--- src/rtl/uart_pkg.sv ---
// Shared UART definitions: FSM state encoding, data width and default bit timing.
// The transmitter uses the same package.
package uart_pkg;

    localparam int UART_DATA_W      = 8;
    localparam int CLKS_PER_BIT_DEF = 5208;  // 50 MHz / 9600 baud

    typedef enum logic [2:0] {
        IDLE,
        START,
        DATA,
        PARITY,
        STOP
    } uart_state_t;

endpackage

--- src/rtl/uart_sync2.sv ---
// Two-flop synchronizer for asynchronous board inputs; INIT sets the reset level.
module uart_sync2 #(
    parameter logic INIT = 1'b1
) (
    input  logic clk,
    input  logic reset,
    input  logic d,
    output logic q
);

    logic meta;

    always_ff @(posedge clk) begin
        if (reset) begin
            meta <= INIT;
            q    <= INIT;
        end else begin
            meta <= d;
            q    <= meta;
        end
    end

endmodule

--- src/rtl/uart_receiver.sv ---
// UART receiver, 8N1 LSB first, idle-high line; define UART_RX_PARITY_EN for 8E1
// framing with an extra parity_err strobe.
module uart_receiver
    import uart_pkg::*;
#(
    parameter int CLKS_PER_BIT = CLKS_PER_BIT_DEF
) (
    input  logic                   clk,
    input  logic                   reset,
    input  logic                   rx,
    output logic [UART_DATA_W-1:0] data,
    output logic                   valid,
    output logic                   busy,
    output logic                   frame_err
`ifdef UART_RX_PARITY_EN
   ,output logic                   parity_err
`endif
);

    localparam int                CNT_W = $clog2(CLKS_PER_BIT);
    localparam logic [CNT_W-1:0]  HALF  = CNT_W'(CLKS_PER_BIT / 2 - 1);
    localparam logic [CNT_W-1:0]  FULL  = CNT_W'(CLKS_PER_BIT - 1);

    uart_state_t            state;
    logic [CNT_W-1:0]       cnt;
    logic [2:0]             idx;
    logic [UART_DATA_W-1:0] shreg;
    logic                   rx_s;
    logic                   rx_prev;
`ifdef UART_RX_PARITY_EN
    logic                   par_fail;
`endif

    uart_sync2 #(.INIT(1'b1)) u_sync (
        .clk   (clk),
        .reset (reset),
        .d     (rx),
        .q     (rx_s)
    );

    assign busy = (state != IDLE);

    always_ff @(posedge clk) begin
        if (reset) begin
            state     <= IDLE;
            cnt       <= '0;
            idx       <= '0;
            shreg     <= '0;
            data      <= '0;
            valid     <= 1'b0;
            frame_err <= 1'b0;
            rx_prev   <= 1'b1;
`ifdef UART_RX_PARITY_EN
            par_fail   <= 1'b0;
            parity_err <= 1'b0;
`endif
        end else begin
            rx_prev   <= rx_s;
            valid     <= 1'b0;
            frame_err <= 1'b0;
`ifdef UART_RX_PARITY_EN
            parity_err <= 1'b0;
`endif
            case (state)
                IDLE: begin
                    // Edge-triggered so a held-low (break) line cannot retrigger
                    if (rx_prev && !rx_s) begin
                        state <= START;
                        cnt   <= '0;
                    end
                end
                START: begin
                    if (cnt == HALF) begin
                        cnt   <= '0;
                        idx   <= '0;
                        state <= rx_s ? IDLE : DATA;
                    end else begin
                        cnt <= cnt + CNT_W'(1);
                    end
                end
                DATA: begin
                    if (cnt == FULL) begin
                        cnt   <= '0;
                        shreg <= {rx_s, shreg[UART_DATA_W-1:1]};
                        idx   <= idx + 3'd1;
                        if (idx == 3'd7) begin
`ifdef UART_RX_PARITY_EN
                            state <= PARITY;
`else
                            state <= STOP;
`endif
                        end
                    end else begin
                        cnt <= cnt + CNT_W'(1);
                    end
                end
`ifdef UART_RX_PARITY_EN
                PARITY: begin
                    if (cnt == FULL) begin
                        cnt      <= '0;
                        par_fail <= ^{shreg, rx_s};
                        state    <= STOP;
                    end else begin
                        cnt <= cnt + CNT_W'(1);
                    end
                end
`endif
                STOP: begin
                    // Leaves at mid-stop-bit so a back-to-back start edge is caught
                    if (cnt == FULL) begin
                        cnt   <= '0;
                        state <= IDLE;
                        if (!rx_s) begin
                            frame_err <= 1'b1;
`ifdef UART_RX_PARITY_EN
                        end else if (par_fail) begin
                            parity_err <= 1'b1;
`endif
                        end else begin
                            data  <= shreg;
                            valid <= 1'b1;
                        end
                    end else begin
                        cnt <= cnt + CNT_W'(1);
                    end
                end
                default: state <= IDLE;
            endcase
        end
    end

endmodule
--- config.mk ---
export PLATFORM = sky130hd
export DESIGN_NAME = uart_receiver
export DESIGN_NICKNAME = d
export VERILOG_FILES = /design/src/rtl/uart_pkg.sv /design/src/rtl/uart_sync2.sv /design/src/rtl/uart_receiver.sv
export SDC_FILE = /design/constraint.sdc
export NUM_CORES = 1
export LEC_CHECK = 0
export BUFFER_PORTS_ARGS = -buffer_cell sky130_fd_sc_hd__clkbuf_2
export CORE_ASPECT_RATIO = 1.2
export CORE_UTILIZATION = 55
export DETAILED_ROUTE_END_ITERATION = 10
export MAX_ROUTING_LAYER = met4
export PLACE_DENSITY = 0.81
export SLEW_MARGIN = 0
export SYNTH_ARGS = -nofsm -noshare
export SYNTH_HDL_FRONTEND = slang
export SYNTH_SLANG_ARGS = --single-unit
--- constraint.sdc ---
create_clock -name clk -period 2.1 [get_ports clk]
set_input_delay 0.21 -clock clk [delete_from_list [all_inputs] [get_ports clk]]
set_output_delay 0.21 -clock clk [all_outputs]
set_load 0.05 [all_outputs]
## After elaboration in Yosys (flattened, before gate mapping)

Cells that the tools add are included.

| word-level totals | value |
|---|---|
| word-level logic and storage cells | 54 |
| register bits | 40 |
| output and inout bits | 11 |

| operators by class | value |
|---|---|
| muxes and demuxes | 16 |
| bitwise gates (word level) | 2 |
| equality and inequality tests | 11 |
| $add $sub $neg | 2 |
| reduce and logical (&&, ||, !) cells | 13 |

Operators by type and width:

| kind | number |
|---|---|
| 13-bit 2-to-1 mux | 3 |
| 13-bit one-hot mux with 3 select lines | 1 |
| 3-bit 2-to-1 mux | 7 |
| 13-bit by 1-bit adder with 13-bit output (second input constant) | 1 |
| 13-bit by 12-bit equality test with 1-bit output (second input constant) | 1 |
| 13-bit equality test (second input constant) | 1 |
| 3-bit one-hot mux with 4 select lines | 1 |
| 2-bit inequality test (second input constant) | 5 |
| 3-bit equality test (second input constant) | 2 |
| 3-bit one-hot mux with 2 select lines | 1 |
| 3-bit AND reduction | 2 |
| 3-bit nonzero test | 2 |
| 5-bit AND reduction | 1 |
| 2-bit AND reduction | 2 |
| 3-bit by 1-bit adder with 3-bit output (second input constant) | 1 |
| 3-bit by 1-bit equality test with 1-bit output (second input constant) | 1 |
| 3-bit by 2-bit equality test with 1-bit output (second input constant) | 1 |
| 3-bit zero test | 1 |
| 3-bit OR reduction | 1 |
| 1-bit 2-to-1 mux | 2 |
| 2-bit 2-to-1 mux | 1 |
| 1-bit inverter | 2 |
| 2-bit nonzero test | 1 |
| 2-bit OR reduction | 1 |
| 2 further kinds | 2 |

## Logic depth before layout (Yosys ltp)

| depth | value |
|---|---|
| depth in word-level cells | 4 |
| depth in mapped cells | 8 |
| gate-level depth less buffers | 6 |

## By module

A second synthesis with hierarchy kept.

| unflattened totals | value |
|---|---|
| cell total of the unflattened synthesis | 210 |
| area total of the unflattened synthesis | 1,978.1 um2 |

By module, submodules not included:

| module | times used | area an instance (um2) | cells each | seq. area each (um2) |
|---|---|---|---|---|
| uart_receiver | 1 | 1,925.6 | 206 | 760.7 |
| uart_sync2 | 1 | 52.6 | 4 | 40.0 |

## Worst setup path after synthesis

No wires, ideal clock.

| path | value |
|---|---|
| path type | reg-to-reg |
| from | reg cnt[0] |
| to | reg cnt[9] |
| library setup time | 0.074 ns |
| path slack | 0.356 ns |
| data required time | 2.026 ns |
| arrival | 1.670 ns |
| cell stages (with the launch flop) | 8 |
| path through | dfxtp_1 ha_1 and4bb_1 and3_1 buf_6 o22ai_4 or3b_1 a31oi_1 |

| on the way | value |
|---|---|
| word-level cells in the longest chain between the ends | 3 |
| elaborated cells between the ends (all ways) | 6 |

RTL lines:

| what | RTL line | RTL |
|---|---|---|
| start: declaration | uart_receiver.sv:25 | `logic [CNT_W-1:0] cnt;` |
| start signal: assignment | uart_receiver.sv:78 | `cnt <= cnt + CNT_W'(1);` |
| start signal: assignment | uart_receiver.sv:94 | `cnt <= cnt + CNT_W'(1);` |
| start signal: assignment | uart_receiver.sv:124 | `cnt <= cnt + CNT_W'(1);` |
| 13-bit by 1-bit adder with 13-bit output, or another cell as far along | uart_receiver.sv:78, uart_receiver.sv:94, uart_receiver.sv:124 |  |
| 13-bit 2-to-1 mux, on equally long branches | uart_receiver.sv:82, uart_receiver.sv:110, uart_receiver.sv:73 |  |
| 13-bit one-hot mux with 3 select lines * | uart_receiver.sv:64 | `case (state)` |

Mark *: on every way between the ends. The rest lies on a longest branch, timed or not.
A chain may end at the register's enable or synchronous reset.

## Worst setup path after layout

| path | value |
|---|---|
| from | reg cnt[0] |
| to | reg state[1] |

| on the way | value |
|---|---|
| word-level cells in the longest chain between the ends | 3 |
| elaborated cells between the ends (all ways) | 6 |

RTL lines:

| what | RTL line | RTL |
|---|---|---|
| 13-bit equality test or 13-bit by 12-bit equality test with 1-bit output (tied branches) | uart_receiver.sv:82, uart_receiver.sv:110, uart_receiver.sv:73 |  |
| 2-bit inequality test (no source line) | n/a |  |
| 5-bit AND reduction (no source line) * | n/a |  |
| end signal: assignment | uart_receiver.sv:76 | `state <= rx_s ? IDLE : DATA;` |
| end: declaration | uart_receiver.sv:24 | `uart_state_t state;` |

Marked as above.

==> flow_summary.json <==
{
  "synth-seq-cells": 40,
  "power_density_nw_per_um2": 640.1,
  "fmax_ghz": 0.5081,
  "cpPeakStageDelay_ps": 390,
  "period_minus_slack_ps": 1968,
  "crit_arrival_ps": 2170,
  "slew_headroom_pct": 60.75,
  "setup_tns_ps": 0,
  "worst-endpoint-required_ps": 2300,
  "path_class": "flop to flop",
  "synthFlopType": "dfxtp_1",
  "clk_latency_ps": 300,
  "die_h_um": 66.48,
  "drv_slew": 0,
  "rsz0062_at_grt": "no",
  "fin_worst_skew_ps": 5.705,
  "yosysSeqAreaShare_pct": 42.02,
  "hold_depth": 2,
  "drtIter0Drc": 46,
  "netlist_area_um2": 1906,
  "r2r_slack_ps": 130,
  "hold_start": "rx",
  "grt_pass1_vias": 1410,
  "clock_sinks": 40,
  "core_um2": 3309,
  "synthCells": 211,
  "leakage_nw": 0.9212,
  "rows": 23,
  "yosysMostFrequentCell": "dfxtp_1",
  "initial_core_util_pct": 57.58,
  "synth.area.top_cells": "dfxtp_1, mux2i_1, nor2_1",
  "post_cts_buffers": 0,
  "grtUsageTotal_pct": 22.64,
  "grt_max_degree": 31,
  "clockBufferDepth": 2,
  "fin_crit_sh_pct": 93.72,
  "final_net_count": 235,
  "antenna_found_initial": 0,
  "synth_edf_count": 0,
  "dr.pass1.iters": 4,
  "path_max_fanout": 7,
  "grt_pass1_wl_um": 6313,
  "holdBufCountCts": 0,
  "r2r_cells": 6,
  "io_buffers": 13,
  "cts-root-buf": "clkbuf_8",
  "holdWs_ps": 82.82,
  "clkTransAtPathRegs_ps": 80,
  "worstReg2RegEnd": "state[1]",
  "synth_top_area_share_pct": 42.02,
  "crit_chain": "ha_1 > and4bb_1 > and3_1 > o22ai_4 > a21oi_1 > mux2_2",
  "wl_um": 3777,
  "cts_inserted_buffers": 5,
  "cp_slowest_cell": "dfxtp_1",
  "grt.overflow.total": 0,
  "async_flop_share_pct": 0,
  "die_w_um": 55.74,
  "layout-drive-gt1-share_pct": 17.83,
  "synth_fp_nets": 217,
  "hp-class": "primary input to flop",
  "cts_tree": "done",
  "drc": 0,
  "worstHoldEndpoint": "u_sync.meta",
  "ys_types": 45,
  "dieArea_um2": 3705,
  "area_growth_pct": 11.36,
  "tightest_slew_ps": 588.8,
  "setup_violations": 0,
  "critPathTopFamily": "simple AND/OR/NAND/NOR gates",
  "gp_congestion": 0.8760,
  "yosysWarnings": 0,
  "r2r-start": "cnt[0]",
  "via_per_inst": 5.873,
  "cap_violations": 0,
  "outcome": "complete, no violations",
  "dpl.hpwl_um": 2711,
  "vias": 1568,
  "ant_nets": 0,
  "synth_largest_area_cell": "dfxtp_1",
  "diodes": 0,
  "start_kind": "flop",
  "synth_common_cells": "dfxtp_1, nor2_1, mux2i_1, nand2_1, nand3_1",
  "io_pins": 14,
  "drt-wirelength-per-cell_um": 14.15,
  "finalHoldViolations": 0,
  "h-tree-depth": 2,
  "synth_area_per_cell_um2": 9.031,
  "cp.buffers_inverters": 0,
  "irDropWorstVdd_mv": 0.6502,
  "end_kind": "flop"
}
-- stage by stage --
stage	worst slack (ps)	std cells	power [mW]	instance area (um^2)	util (%)
after detailed placement	157.1	259	0.8480	2028	61.29
final	131.9	267	1.358	2122	64.12
after global placement	258.9	259	0.8463	2028	61.29
after global routing	5.266	267	1.402	2122	64.12
after CTS	139.3	267	1.369	2121	64.08
after floorplan	355.8	211	0.8297	1906	-
-- cell families after synthesis --
| group | Yosys count | synth area share, % |
|---|---|---|
| compound gates | 30 | 12.02 |
| fa+ha+maj | 4 | 2.495 |
| buf+inv | 14 | 3.545 |
| flops | 40 | 42.02 |
| mux | 20 | 10.64 |
| simple gates | 103 | 29.28 |
-- worst max-delay path by stage --
stage	from	end	slack, ps	depth (start not counted)
after detailed placement	cnt[0]	state[1]	160	6
after floorplan	cnt[0]	cnt[9]	360	7
after global placement	cnt[0]	state[1]	260	6
final	cnt[0]	state[1]	130	6
after CTS	cnt[0]	state[1]	140	6
after global routing	cnt[0]	cnt[8]	5	7
-- registers in the layout, summed over array words and instances (netlist names) --
name         flops
idx              3
u_sync.q         1
data             8
cnt             13
u_sync.meta      1
shreg            8
valid            1
frame_err        1
rx_prev          1
state            3
-- cell usage in the layout (no fill, tap or decap), types with 2 or more instances in the layout --
master and n:
nor4bb_1 6, a22oi_1 2, a211oi_1 4, nor4_1 2, clkbuf_8 5, inv_1 3
nor3b_1 2, mux2i_1 18, a31oi_1 4, a32oi_1 3, clkbuf_2 13, dfxtp_1 40
nand3_1 10, and2_1 3, a21oi_1 5, nor3_1 3, nand2b_1 2, and3_1 4
nor2_1 34, nor2b_1 4, o311ai_1 3, nor3b_2 2, clkinvlp_4 2, buf_4 9
ha_1 3, nand2_1 16, or2_2 3, nand4_1 5, mux2_2 2
-- per-layer routing --
layer | GRT usage [%] | part of all wire, % | up-vias | wire, um
li1 | - | - | 799 | -
met1 | 25.69 | 45 | 717 | 1714
met2 | 37.65 | 48 | 46 | 1806
met3 | 3.883 | 4.9 | 6 | 186
met4 | 13.75 | 1.9 | 0 | 70
met5 | - | 0 | - | 0
-- worst register-to-register path, stage by stage, from the launching register on --
cell and delay [ps]:
dfxtp_1 390, ha_1 240, and4bb_1 260, and3_1 310, o22ai_4 140, a21oi_1 170
mux2_2 350
-- where the power goes --
| group | internal [mW] | leakage, nW | switching, mW |
|---|---|---|---|
| Sequential | 0.763 | 0.323 | 0.00565 |
| Clock | 0.235 | 0.0404 | 0.293 |
| Combinational | 0.0204 | 0.558 | 0.0414 |
-- final cells by class --
cell class,instances,area [um^2]
fill,300,1187
multi-input combinational,157,1039
sequential,40,800.8
timing repair buffer,22,132.6
clock buffer,5,68.82
tap,37,46.29
clock inverter,3,23.77
inverter,3,11.26
-- timing repair --
item                                   4_1_cts  5_1_grt
setup endpoints to repair                    0        2
endpoints found under the hold margin        0        0
gates resized for setup                      0        1
No activity file was read; power rests on OpenSTA's default activity.
